[src/rtl/mem_stage_pkg.sv]
// Shared widths, mem_op codes and the Execute->Memory field bundle
// for the memory-access stage.
package mem_stage_pkg;

    localparam int EM_BUS_W    = 194;
    localparam int MW_BUS_W    = 191;
    localparam int CSR2TLB_W   = 43;
    localparam int EM_FIELDS_W = 164;
    localparam int MFWD_W      = 39;

    localparam logic [2:0] OP_LDW  = 3'd0;
    localparam logic [2:0] OP_LDB  = 3'd1;
    localparam logic [2:0] OP_LDH  = 3'd2;
    localparam logic [2:0] OP_LDBU = 3'd4;
    localparam logic [2:0] OP_LDHU = 3'd5;

    typedef struct packed {
        logic [31:0] pc;
        logic [31:0] alu_result;
        logic        gr_we;
        logic [4:0]  dest;
        logic        mem_re;
        logic [2:0]  mem_op;
        logic        req_issued;
        logic        ex;
        logic [7:0]  ecode;
        logic        esubcode;
        logic [13:0] csr_addr;
        logic        csr_we;
        logic [31:0] csr_wmask;
        logic [31:0] csr_wdata;
    } em_t;

endpackage

[src/rtl/mem_stage_load_align.sv]
// Load data extraction: byte/half select by address and sign/zero
// extension by mem_op.
module mem_stage_load_align
    import mem_stage_pkg::*;
(
    input  logic [31:0] rdata,
    input  logic [1:0]  addr,
    input  logic [2:0]  mem_op,
    output logic [31:0] result
);

    logic [31:0] shifted;

    assign shifted = rdata >> {addr, 3'b000};

    always_comb begin
        result = shifted;
        case (mem_op)
            OP_LDB:  result = {{24{shifted[7]}}, shifted[7:0]};
            OP_LDH:  result = {{16{shifted[15]}}, shifted[15:0]};
            OP_LDBU: result = {24'd0, shifted[7:0]};
            OP_LDHU: result = {16'd0, shifted[15:0]};
            default: result = shifted;
        endcase
    end

endmodule

[src/rtl/mem_stage.sv]
// Memory-access pipeline stage: waits for data-SRAM responses, buffers
// them under backpressure and drops responses of squashed loads.
module mem_stage
    import mem_stage_pkg::*;
#(
    parameter int MW_BUS_Wid         = MW_BUS_W,
    parameter int EM_BUS_Wid         = EM_BUS_W,
    parameter int CSR2TLB_BUS_MW_Wid = CSR2TLB_W
) (
    input  logic                          clk,
    input  logic                          rst,
    output logic                          M_allowin,
    input  logic                          EM_valid,
    input  logic [EM_BUS_Wid-1:0]         EM_BUS,
    input  logic [CSR2TLB_BUS_MW_Wid-1:0] CSR2TLB_BUS_E,
    input  logic                          W_allowin,
    output logic                          MW_valid,
    output logic [MW_BUS_Wid-1:0]         MW_BUS,
    output logic [CSR2TLB_BUS_MW_Wid-1:0] CSR2TLB_BUS_M,
    input  logic                          data_sram_data_ok,
    input  logic [31:0]                   data_sram_rdata,
    input  logic                          ex_en,
    output logic [MFWD_W-1:0]             Mfwd_BUS
);

    em_t                           em_in;
    em_t                           em_q, em_d;
    logic [CSR2TLB_BUS_MW_Wid-1:0] tlb_q, tlb_d;
    logic                          m_valid_q, m_valid_d;
    logic                          buf_valid_q, buf_valid_d;
    logic [31:0]                   rbuf_q, rbuf_d;
    logic [1:0]                    discard_cnt_q, discard_cnt_d;

    logic        need_resp;
    logic        resp_hit;
    logic        ready_go;
    logic        mw_fire;
    logic [1:0]  inc;
    logic        dec;
    logic [2:0]  cnt_sum;
    logic [31:0] rdata_sel;
    logic [31:0] extracted;
    logic [31:0] final_result;
    logic        unused_em_hi;

    assign em_in        = em_t'(EM_BUS[EM_FIELDS_W-1:0]);
    assign unused_em_hi = ^EM_BUS[EM_BUS_Wid-1:EM_FIELDS_W];

    assign need_resp = m_valid_q && em_q.req_issued && !em_q.ex;
    assign resp_hit  = data_sram_data_ok && (discard_cnt_q == 2'd0);
    assign ready_go  = !need_resp || resp_hit || buf_valid_q;
    assign MW_valid  = m_valid_q && ready_go && !ex_en;
    assign M_allowin = !m_valid_q || (ready_go && W_allowin);
    assign mw_fire   = MW_valid && W_allowin;

    assign rdata_sel = buf_valid_q ? rbuf_q : data_sram_rdata;

    mem_stage_load_align u_load_align (
        .rdata  (rdata_sel),
        .addr   (em_q.alu_result[1:0]),
        .mem_op (em_q.mem_op),
        .result (extracted)
    );

    assign final_result = em_q.mem_re ? extracted : em_q.alu_result;

    // Squashed requests still owe a response; count them so the
    // memory side's late data_ok strobes are swallowed.
    always_comb begin
        inc = 2'd0;
        if (ex_en) begin
            inc = {1'b0, need_resp && !resp_hit && !buf_valid_q}
                + {1'b0, EM_valid && em_in.req_issued};
        end
    end

    assign dec     = data_sram_data_ok && (discard_cnt_q != 2'd0);
    assign cnt_sum = {1'b0, discard_cnt_q} + {1'b0, inc} - {2'b00, dec};

    always_comb begin
        em_d          = em_q;
        tlb_d         = tlb_q;
        m_valid_d     = m_valid_q;
        buf_valid_d   = buf_valid_q;
        rbuf_d        = rbuf_q;
        discard_cnt_d = (cnt_sum > 3'd2) ? 2'd2 : cnt_sum[1:0];

        if (EM_valid && M_allowin) begin
            em_d  = em_in;
            tlb_d = CSR2TLB_BUS_E;
        end

        if (ex_en) begin
            m_valid_d = 1'b0;
        end else if (M_allowin) begin
            m_valid_d = EM_valid;
        end

        if (ex_en || mw_fire) begin
            buf_valid_d = 1'b0;
        end else if (need_resp && resp_hit && !buf_valid_q) begin
            buf_valid_d = 1'b1;
            rbuf_d      = data_sram_rdata;
        end
    end

    always_ff @(posedge clk) begin
        if (rst) begin
            em_q          <= '0;
            tlb_q         <= '0;
            m_valid_q     <= 1'b0;
            buf_valid_q   <= 1'b0;
            rbuf_q        <= '0;
            discard_cnt_q <= 2'd0;
        end else begin
            em_q          <= em_d;
            tlb_q         <= tlb_d;
            m_valid_q     <= m_valid_d;
            buf_valid_q   <= buf_valid_d;
            rbuf_q        <= rbuf_d;
            discard_cnt_q <= discard_cnt_d;
        end
    end

    assign MW_BUS = {
        em_q.pc, final_result, em_q.gr_we, em_q.dest, em_q.alu_result,
        em_q.ex, em_q.ecode, em_q.esubcode, em_q.csr_addr, em_q.csr_we,
        em_q.csr_wmask, em_q.csr_wdata
    };

    assign CSR2TLB_BUS_M = tlb_q;

    assign Mfwd_BUS = {
        m_valid_q && em_q.gr_we,
        em_q.dest,
        final_result,
        m_valid_q && em_q.mem_re && !ready_go
    };

endmodule
[config.mk]
export PLATFORM = sky130hd
export DESIGN_NAME = mem_stage
export DESIGN_NICKNAME = d
export VERILOG_FILES = /design/src/rtl/mem_stage_pkg.sv /design/src/rtl/mem_stage_load_align.sv /design/src/rtl/mem_stage.sv
export SDC_FILE = /design/constraint.sdc
export NUM_CORES = 1
export LEC_CHECK = 0
export ABC_AREA = 1
export BUFFER_PORTS_ARGS = -buffer_cell sky130_fd_sc_hd__buf_2
export CAP_MARGIN = 20
export CORE_AREA = 4 4 213 215
export CTS_CLUSTER_SIZE = 25
export DETAILED_ROUTE_END_ITERATION = 16
export DIE_AREA = 0 0 217 219
export SYNTH_ARGS = -nofsm -noshare
export SYNTH_HDL_FRONTEND = slang
export SYNTH_SLANG_ARGS = --single-unit
[constraint.sdc]
create_clock -name clk -period 6.8 [get_ports clk]
set_clock_uncertainty 0.15 [all_clocks]
set_input_delay 0.68 -clock clk [delete_from_list [all_inputs] [get_ports clk]]
set_output_delay 0.68 -clock clk [all_outputs]
set_load 0.005 [all_outputs]
==> impl_metrics.json, run 1 <==
{
  "crit_slowest_cell": "dfxtp_1",
  "drc": 0,
  "fin_crit_sh_pct": 60.18,
  "cp_common_cell": "nand2_1",
  "use_met2_pct": 28.31,
  "pwr-share-comb_pct": 16.3,
  "drt_wl_total_um": 41250,
  "worstSetupPathType": "reg -> out",
  "postCtsSetupBuffers": 0,
  "grt_use_met3_pct": 5.331,
  "synth.cell_area_um2": 11920,
  "die_w_um": 217,
  "synth.ff_latch_count": 243,
  "synthCells": 1671,
  "firstDrtPassIters": 6,
  "place_ws_ns": 3.371,
  "yosys-top-cells-count": "nand2_1, dfxtp_1, nand3_1",
  "fmaxAchievable_mhz": 244.4,
  "irDropWorstVdd_mv": 0.1907,
  "p_leak_nw": 7.082,
  "hold_buffers": 0,
  "clk_latency_ns": 0.55,
  "finalSetupViolations": 0,
  "finalNetCount": 2194,
  "worstRegToRegCells": 7,
  "start_kind": "flip-flop",
  "yosys_most_used_dff": "dfxtp_1",
  "yosysTopAreaCell": "dfxtp_1",
  "synth.most_common_cell": "nand2_1",
  "clock_power_share_pct": 41.2,
  "crit_buf_inv": 3,
  "antenna_found_initial": 6,
  "synth_top_cell_area_share_pct": 40.82,
  "synth.area.top_cells": "dfxtp_1, buf_4, nand2_1, nand3_1, a21oi_1",
  "rsz0062_at_grt": "no",
  "top_usage_layer": "met2",
  "fin_ws_ns": 2.708,
  "dieArea_um2": 47520,
  "tightestPinTransition_ns": 1.083,
  "hold_path.class": "in -> reg",
  "synth-edff-count": 0,
  "gp_congestion": 0.9359,
  "core_region_area_um2": 43740,
  "ys_types": 25,
  "io_buffers": 519,
  "drt-initial-drc-count": 837,
  "drtAntennaViolNets": 0,
  "yosysWarnings": 0,
  "viasPerCell": 4.561,
  "cp_max_fo": 40,
  "met1_usage_pct": 17.80,
  "htree_levels": 1,
  "grt_pass1_wl_um": 61170,
  "place_area_um2": 13280,
  "cts.sinks": 243,
  "rows": 77,
  "nFillCells": 4773,
  "wl_per_cell_um": 16.31,
  "hold_depth": 3,
  "power_switching_w": 0.001004,
  "internal-power_w": 0.002671,
  "grt_overflow_total": 0,
  "syn_nets": 1951,
  "switching_share_pct": 27.32,
  "grt_pass1_vias": 10940,
  "final_area_um2": 14240,
  "cts_resized": 0,
  "clk_pin_slew_worst_paths_ns": 0.06,
  "critPathTopFamily": "flip-flops",
  "ios": 550,
  "slew_violations": 0,
  "critPathCaptureType": "output pin",
  "power_density_nw_per_um2": 258.1,
  "die_h_um": 219,
  "grt_usage_pct": 15.97,
  "worstPathRequired_ns": 5.97,
  "avgSynthCellArea_um2": 7.131,
  "async_reset_ff_share_pct": 0,
  "cts_made_buffers": 28,
  "synth_seq_area_share_pct": 40.82,
  "clock_path_buffers": 3,
  "setup-tns-final_ns": 0,
  "critPathMaxStageDelay_ns": 0.95,
  "cp.depth": 8,
  "tritoncts": "built",
  "start_util_pct": 27.24,
  "period_needed_ns": 4.092,
  "cts_root_buffer": "clkbuf_16",
  "path_cells": "inv_1, buf_4, nand3_1, nand2_1, nand2_1, nand3_2, a21oi_1, buf_2",
  "area_delta_synth_final_pct": 19.49,
  "cap_viol_max_count": 0,
  "grt_max_degree": 154,
  "drive_gt1_share_pct": 29.81,
  "hold_violations": 0,
  "pwr-share-seq_pct": 42.4,
  "hpwl_um": 29870,
  "relSlewSlack_pct": 27.78,
  "status": "finished clean",
  "cp.arrival_ns": 3.26,
  "routed-via-count": 11530
}
==> cells by family after synthesis <==
group | count (synthesis) | share of synthesized area [%]
AOI/OAI and AO/OA | 296 | 12.80
adders and majority gates | 5 | 0.5880
buffers and inverters | 409 | 20.44
DFF | 243 | 40.82
and+or+nand+nor | 718 | 25.35
==> registers in the layout, summed over array words and instances (netlist names) <==
signal and count:
buf_valid_q 1, em_q 5, m_valid_q 1, discard_cnt_q 2, CSR2TLB_BUS_M 43, MW_BUS 159
rbuf_q 32
==> worst paths after layout <==
kind | start | to | slack [ns]
worst max-delay path | MW_BUS[89] | Mfwd_BUS[12] | 2.71
worst min-delay path | data_sram_rdata[28] | rbuf_q[28] | 0.22
worst max register to register | buf_valid_q | MW_BUS[52] | 3.54
worst min register to register | MW_BUS[9] | MW_BUS[9] | 0.31
==> power groups by stage <==
| stage | sequential, W | combinational, W | clock (W) |
|---|---|---|---|
| final | 0.00156 | 0.000600 | 0.00152 |
| after global routing | 0.00157 | 0.000672 | 0.00162 |
| after CTS | 0.00156 | 0.000606 | 0.00156 |
| after detailed placement | 0.00159 | 0.000605 | 0 |
| after global placement | 0.00158 | 0.000598 | 0 |
| after floorplan | 0.00157 | 0.000435 | 0 |
==> cells in the final DEF, fill, tap and decap left out, types with 2 or more instances in the layout <==
| cell | instances |
|---|---|
| a21oi_1 | 217 |
| nor2_1 | 89 |
| diode_2 | 5 |
| clkinvlp_4 | 2 |
| inv_1 | 90 |
| clkbuf_16 | 29 |
| nand2_1 | 388 |
| ha_1 | 4 |
| buf_12 | 2 |
| nand3_2 | 3 |
| clkbuf_1 | 8 |
| clkinv_1 | 2 |
| buf_6 | 2 |
| buf_4 | 6 |
| buf_2 | 517 |
| clkbuf_8 | 3 |
| nand3_1 | 234 |
| clkinv_2 | 3 |
| o211ai_1 | 14 |
| o21ai_0 | 60 |
| bufinv_16 | 3 |
| dfxtp_1 | 243 |
| o21ai_1 | 2 |
==> cell type report <==
class	count	area, um2	share of cell area, %
repair buffers	528	2723	19.12
flip-flops and latches	243	4865	34.17
diodes	5	12.51	0.08787
multi-input cells	1019	4623	32.47
clock buffers	40	797.0	5.598
clock inverters	8	120.1	0.8436
well taps	592	740.7	5.202
inverters	94	357.8	2.513
==> worst min-delay path: cells and delay by family <==
kind / cells / cell delay, ns
AND/OR/NAND/NOR: 2 / 0.12
buffers and inverters: 1 / 0.09
==> layer usage <==
layer	share of wire [%]	vias to the layer above
met2	49	524
li1	-	5706
met1	38	5222
met4	3.5	2
met5	0.017	-
met3	9.8	80
==> metrics by stage <==
step | hold WS (ns) | utilization (%) | cells | power, W
final | 0.2239 | 32.55 | 2529 | 0.003676
after global routing | 0.2134 | 32.54 | 2527 | 0.003858
after CTS | 0.1854 | 32.46 | 2523 | 0.003725
after detailed placement | 0.3021 | 30.37 | 2475 | 0.002193
after floorplan | 0.2938 | - | 1671 | 0.002007
after global placement | 0.2989 | 30.37 | 2475 | 0.002182
Power figures use the tool's default switching activity.
==> run 2, diff against run 1 <==
==> constraint.sdc (replaced) <==
create_clock -name clk -period 3.8 [get_ports clk]
set_clock_uncertainty 0.15 [all_clocks]
set_input_delay 0.38 -clock clk [delete_from_list [all_inputs] [get_ports clk]]
set_output_delay 0.38 -clock clk [all_outputs]
set_load 0.005 [all_outputs]
==> run 2 against run 1 <==
Compared with the run above: critical path depth down 1; non-clock buffer count up 249; routed wire length up 10%; via count up 11%; register-to-register slack worse by 2.4 ns; final cell count up 9.9%.
==> impl_metrics.json, run 2 (same netlist as run 1, synthesis figures left out) <==
{
  "final_util_pct": 38.42,
  "die_w_um": 217,
  "area_delta_synth_final_pct": 41.01,
  "hold_violations": 0,
  "fmaxAchievable_mhz": 301.6,
  "grt_overflow_total": 0,
  "nFillCells": 4438,
  "wl_per_cell_um": 16.36,
  "grt_use_met3_pct": 4.029,
  "hpwl_um": 30770,
  "cts_made_buffers": 28,
  "tightestPinTransition_ns": 1.070,
  "antenna_found_initial": 0,
  "tritoncts": "built",
  "drt-initial-drc-count": 841,
  "finalNetCount": 2443,
  "cts_root_buffer": "clkbuf_16",
  "worstPathRequired_ns": 3.27,
  "pwr-share-seq_pct": 39.5,
  "ios": 550,
  "rsz0062_at_grt": "no",
  "worstSetupPathType": "reg -> out",
  "largest_register_ffs": 159,
  "cp_max_fo": 16,
  "relSlewSlack_pct": 28.65,
  "p_leak_nw": 8.194,
  "clk_latency_ns": 0.54,
  "die_h_um": 219,
  "grt_pass1_wl_um": 68870,
  "power_density_nw_per_um2": 419.8,
  "status": "finished clean",
  "use_met2_pct": 31.52,
  "register_area_um2": 4865,
  "start_util_pct": 27.24,
  "rows": 77,
  "switching_share_pct": 27.35,
  "firstDrtPassIters": 5,
  "setup-tns-final_ns": 0,
  "slew_violations": 0,
  "routed-via-count": 12850,
  "dieArea_um2": 47520,
  "met1_usage_pct": 20.78,
  "critPathCaptureType": "output pin",
  "core_region_area_um2": 43740,
  "drc": 0,
  "clock_power_share_pct": 41.9,
  "viasPerCell": 4.623,
  "drt_wl_total_um": 45450,
  "start_kind": "flip-flop",
  "internal-power_w": 0.005124,
  "period_needed_ns": 3.316,
  "grt_pass1_vias": 12510,
  "cp.arrival_ns": 2.79,
  "pwr-share-comb_pct": 18.6,
  "final_cell_mix": "buf_2, nand2_1, dfxtp_1, dlygate4sd3_1, nand3_1",
  "gp_congestion": 0.9718,
  "drtAntennaViolNets": 0,
  "io_buffers": 519,
  "grt_max_degree": 98,
  "fin_crit_sh_pct": 87.25,
  "htree_levels": 1,
  "multi_input_area_um2": 4623,
  "clk_pin_slew_worst_paths_ns": 0.06,
  "cap_viol_max_count": 0,
  "final_common_cell": "buf_2",
  "postCtsSetupBuffers": 0,
  "clock_path_buffers": 3,
  "grt_usage_pct": 17.71,
  "finalSetupViolations": 0,
  "power_switching_w": 0.001929,
  "cts.sinks": 243,
  "irDropWorstVdd_mv": 0.3604,
  "hold_path.class": "in -> reg",
  "drive_gt1_share_pct": 27.28,
  "top_usage_layer": "met2"
}
[run 2: changes by cell type in the layout (fill, tap and decap cells not counted), sizes merged, moves of 2 or more]
cell | before | now
clkinvlp | 2 | 0
clkbuf | 40 | 43
dlygate4sd3 | 0 | 235
buf | 528 | 542
diode | 5 | 2
[run 2: final timing paths]
kind	from	endpoint	slack, ns	cells past startpoint
max	MW_BUS[90]	MW_BUS[156]	0.48	7
min	EM_BUS[100]	MW_BUS[89]	0.06	3
max reg2reg	m_valid_q	discard_cnt_q[0]	1.14	15
min reg2reg	MW_BUS[67]	MW_BUS[67]	0.31	2
[run 2: routing by layer]
metal / vias up / share of wire (%)
met4: 0 / 4.0
met2: 635 / 49
li1: 6197 / -
met5: - / 0
met3: 116 / 8.1
met1: 5900 / 39
[run 2: cell type report]
class | instances | share of cell area (%)
Multi-Input combinational cell | 1019 | 27.51
Tap cell | 592 | 4.408
Clock buffer | 43 | 5.108
Antenna cell | 2 | 0.02978
Inverter | 94 | 2.130
Timing Repair Buffer | 777 | 30.98
Clock inverter | 9 | 0.8861
Sequential cell | 243 | 28.95
[run 2: worst max-delay path: stages, from the launching register on]
cell and delay (ns):
dfxtp_1 0.65, clkinv_1 0.46, nand3_1 0.25, nand3_2 0.33, nand3_1 0.22, nand2_1 0.07
inv_1 0.12, buf_2 0.14
[run 2: power by group through the flow]
stage                     logic, W  registers (W)  clock network, W
after floorplan           0.000779        0.00281                 0
after CTS                  0.00130        0.00278           0.00304
after detailed placement   0.00110        0.00283                 0
final                      0.00131        0.00278           0.00296
after global placement     0.00110        0.00283                 0
after global routing       0.00144        0.00280           0.00313
[run 2: what timing repair did]
| item | in CTS | in global routing |
|---|---|---|
| hold endpoints to repair | 235 | 0 |
| hold buffers | 235 | 0 |
| resized for setup | 0 | 0 |
[run 2: metrics by stage]
step | total power, W | setup slack, ns | hold WS (ns) | instance area, um2 | std cells
after floorplan | 0.003591 | 1.117 | 0.2938 | 11920 | 1671
after global placement | 0.003924 | 1.086 | 0.2988 | 13410 | 2489
after detailed placement | 0.003937 | 1.130 | 0.3019 | 13410 | 2489
after CTS | 0.007116 | 0.5632 | 0.02123 | 16770 | 2776
after global routing | 0.007367 | 0.4151 | 0.05255 | 16800 | 2777
final | 0.007054 | 0.4844 | 0.05967 | 16800 | 2779
==> run 3, diff against run 2 <==
--- a/config.mk
+++ b/config.mk
@@ -8,10 +8,10 @@
 export ABC_AREA = 1
 export BUFFER_PORTS_ARGS = -buffer_cell sky130_fd_sc_hd__buf_2
 export CAP_MARGIN = 20
-export CORE_AREA = 4 4 213 215
+export CORE_AREA = 2 2 211 213
 export CTS_CLUSTER_SIZE = 25
 export DETAILED_ROUTE_END_ITERATION = 16
-export DIE_AREA = 0 0 217 219
+export DIE_AREA = 0 0 213 215
 export SYNTH_ARGS = -nofsm -noshare
 export SYNTH_HDL_FRONTEND = slang
 export SYNTH_SLANG_ARGS = --single-unit
==> run 3 against run 2 <==
Compared with the run above: final cell count down 0.29%; design area is 0.46% lower; sequential power about the same; core utilization fell by 0.093 points; sequential share of layout area up 0.13 points; via count shrank 0.74%; power decreased by 1.2%; first-iteration DRC count increased by 13%; register-to-register slack worse by 0.08 ns; global-route usage is 1.0 points higher; critical path depth unchanged; routed wire length is 0.98% lower; critical endpoint is now MW_BUS[157]; largest power group unchanged.
==> impl_metrics.json, run 3 (same netlist as run 1, synthesis figures left out) <==
{
  "ios": 550,
  "grt_use_met3_pct": 4.720,
  "status": "finished clean",
  "final_common_cell": "buf_2",
  "crit_slowest_cell": "dfxtp_1",
  "clk_pin_slew_worst_paths_ns": 0.06,
  "cap_viol_max_count": 0,
  "nFillCells": 4439,
  "fin_crit_sh_pct": 88.73,
  "io_buffers": 519,
  "power_density_nw_per_um2": 416.6,
  "hp-start": "EM_BUS[92]",
  "drc": 0,
  "finalSetupViolations": 0,
  "start_kind": "flip-flop",
  "viasPerCell": 4.602,
  "hold_depth": 3,
  "critPathCaptureType": "output pin",
  "start_util_pct": 27.30,
  "drtAntennaViolNets": 0,
  "rsz0062_at_grt": "no",
  "fin_ws_ns": 0.4281,
  "stdcell_count": 2771,
  "worstSetupPathType": "reg -> out",
  "grt_pass1_vias": 12410,
  "antenna_found_initial": 3,
  "reg2reg_to": "discard_cnt_q[0]",
  "place_ws_ns": 1.031,
  "final_cell_mix": "buf_2, nand2_1, dfxtp_1, dlygate4sd3_1, nand3_1",
  "grt_usage_pct": 18.71,
  "drt_wl_total_um": 45010,
  "die_w_um": 213,
  "period_needed_ns": 3.372,
  "slew_violations": 0,
  "met1_usage_pct": 20.92,
  "cts_resized": 0,
  "drive_gt1_share_pct": 27.13,
  "rows": 77,
  "finalNetCount": 2436,
  "hold_violations": 0,
  "whs_endpoint": "em_q[92]",
  "cp_max_fo": 16,
  "grt_overflow_total": 0,
  "gp_congestion": 0.9219,
  "path_cells": "clkinv_1, nand3_1, nand3_2, nand3_1, nand2_1, inv_1, buf_2",
  "core_region_area_um2": 43640,
  "irDropWorstVdd_mv": 0.3361,
  "grt_max_degree": 183,
  "cts_root_buffer": "clkbuf_16",
  "htree_levels": 1,
  "r2r-start": "m_valid_q",
  "worstPathRequired_ns": 3.27,
  "grt_pass1_wl_um": 68410,
  "p_leak_nw": 8.146,
  "setup-tns-final_ns": 0,
  "fmaxAchievable_mhz": 296.6,
  "tritoncts": "built",
  "area_delta_synth_final_pct": 40.36,
  "routed-via-count": 12750,
  "cp_common_cell": "nand3_1",
  "cts_made_buffers": 28,
  "hold_path.class": "in -> reg",
  "clock_path_buffers": 3,
  "dieArea_um2": 45800,
  "wl_per_cell_um": 16.24,
  "firstDrtPassIters": 6,
  "clk_latency_ns": 0.55,
  "die_h_um": 215,
  "cts.sinks": 243,
  "largest_register_ffs": 159,
  "tightestPinTransition_ns": 1.127,
  "critPathMaxStageDelay_ns": 0.65,
  "top_usage_layer": "met2",
  "drt-initial-drc-count": 948,
  "relSlewSlack_pct": 24.88,
  "use_met2_pct": 34.00,
  "reg2reg_slack_ns": 1.06,
  "cp.arrival_ns": 2.84,
  "worstRegToRegCells": 15,
  "hpwl_um": 29300,
  "dp_cells": 2481
}
-- run 3: worst max path at each step --
stage	startpoint	to	slack, ns
final	MW_BUS[90]	MW_BUS[157]	0.43
after global routing	MW_BUS[90]	MW_BUS[157]	0.31
after CTS	MW_BUS[90]	MW_BUS[149]	0.50
after detailed placement	m_valid_q	discard_cnt_q[0]	1.03
after global placement	m_valid_q	discard_cnt_q[0]	1.08
after floorplan	EM_valid	discard_cnt_q[0]	1.12
-- run 3: per-stage QoR --
stage	power [W]	area, um2	util [%]	hold WS [ns]
floorplan	0.003591	11920	-	0.2938
global placement	0.003915	13360	30.62	0.2983
detailed placement	0.003932	13360	30.62	0.3024
CTS	0.007009	16700	38.27	0.008801
global route	0.007287	16730	38.32	0.02554
finish	0.006968	16730	38.32	0.03847
-- run 3: power by group --
group | internal [W] | switching, W
Combinational | 0.000605 | 0.000706
Sequential | 0.00269 | 0.0000891
Clock | 0.00171 | 0.00116
Total | 0.00501 | 0.00196
-- run 3: final cells by class --
type                            instances  area [um2]  share of cell area, %
Clock buffer                           38       819.5                  4.900
Sequential cell                       243        4865                  29.08
Clock inverter                         14       157.7                 0.9426
Inverter                               94       357.8                  2.139
Tap cell                              592       740.7                  4.428
Timing Repair Buffer                  770        5160                  30.85
Multi-Input combinational cell       1019        4623                  27.64
Antenna cell                            1       2.502                0.01496
-- run 3: what timing repair did --
action,in CTS,in global routing
hold buffers,236,0
endpoints found under the hold margin,236,0
buffers inserted,0,0
-- run 3: layer usage --
metal | vias to the layer above | share of wire, % | wire length, um
met5 | - | 0.064 | 29
met4 | 4 | 3.4 | 1532
met3 | 93 | 8.3 | 3754
met2 | 612 | 49 | 22250
met1 | 5871 | 39 | 17440
li1 | 6173 | - | -
-- run 3: critical path: cells and delay by family, from the launching register on --
family,cells,cell delay [ns]
flops,1,0.65
buf+inv,3,0.78
simple gates,4,0.85
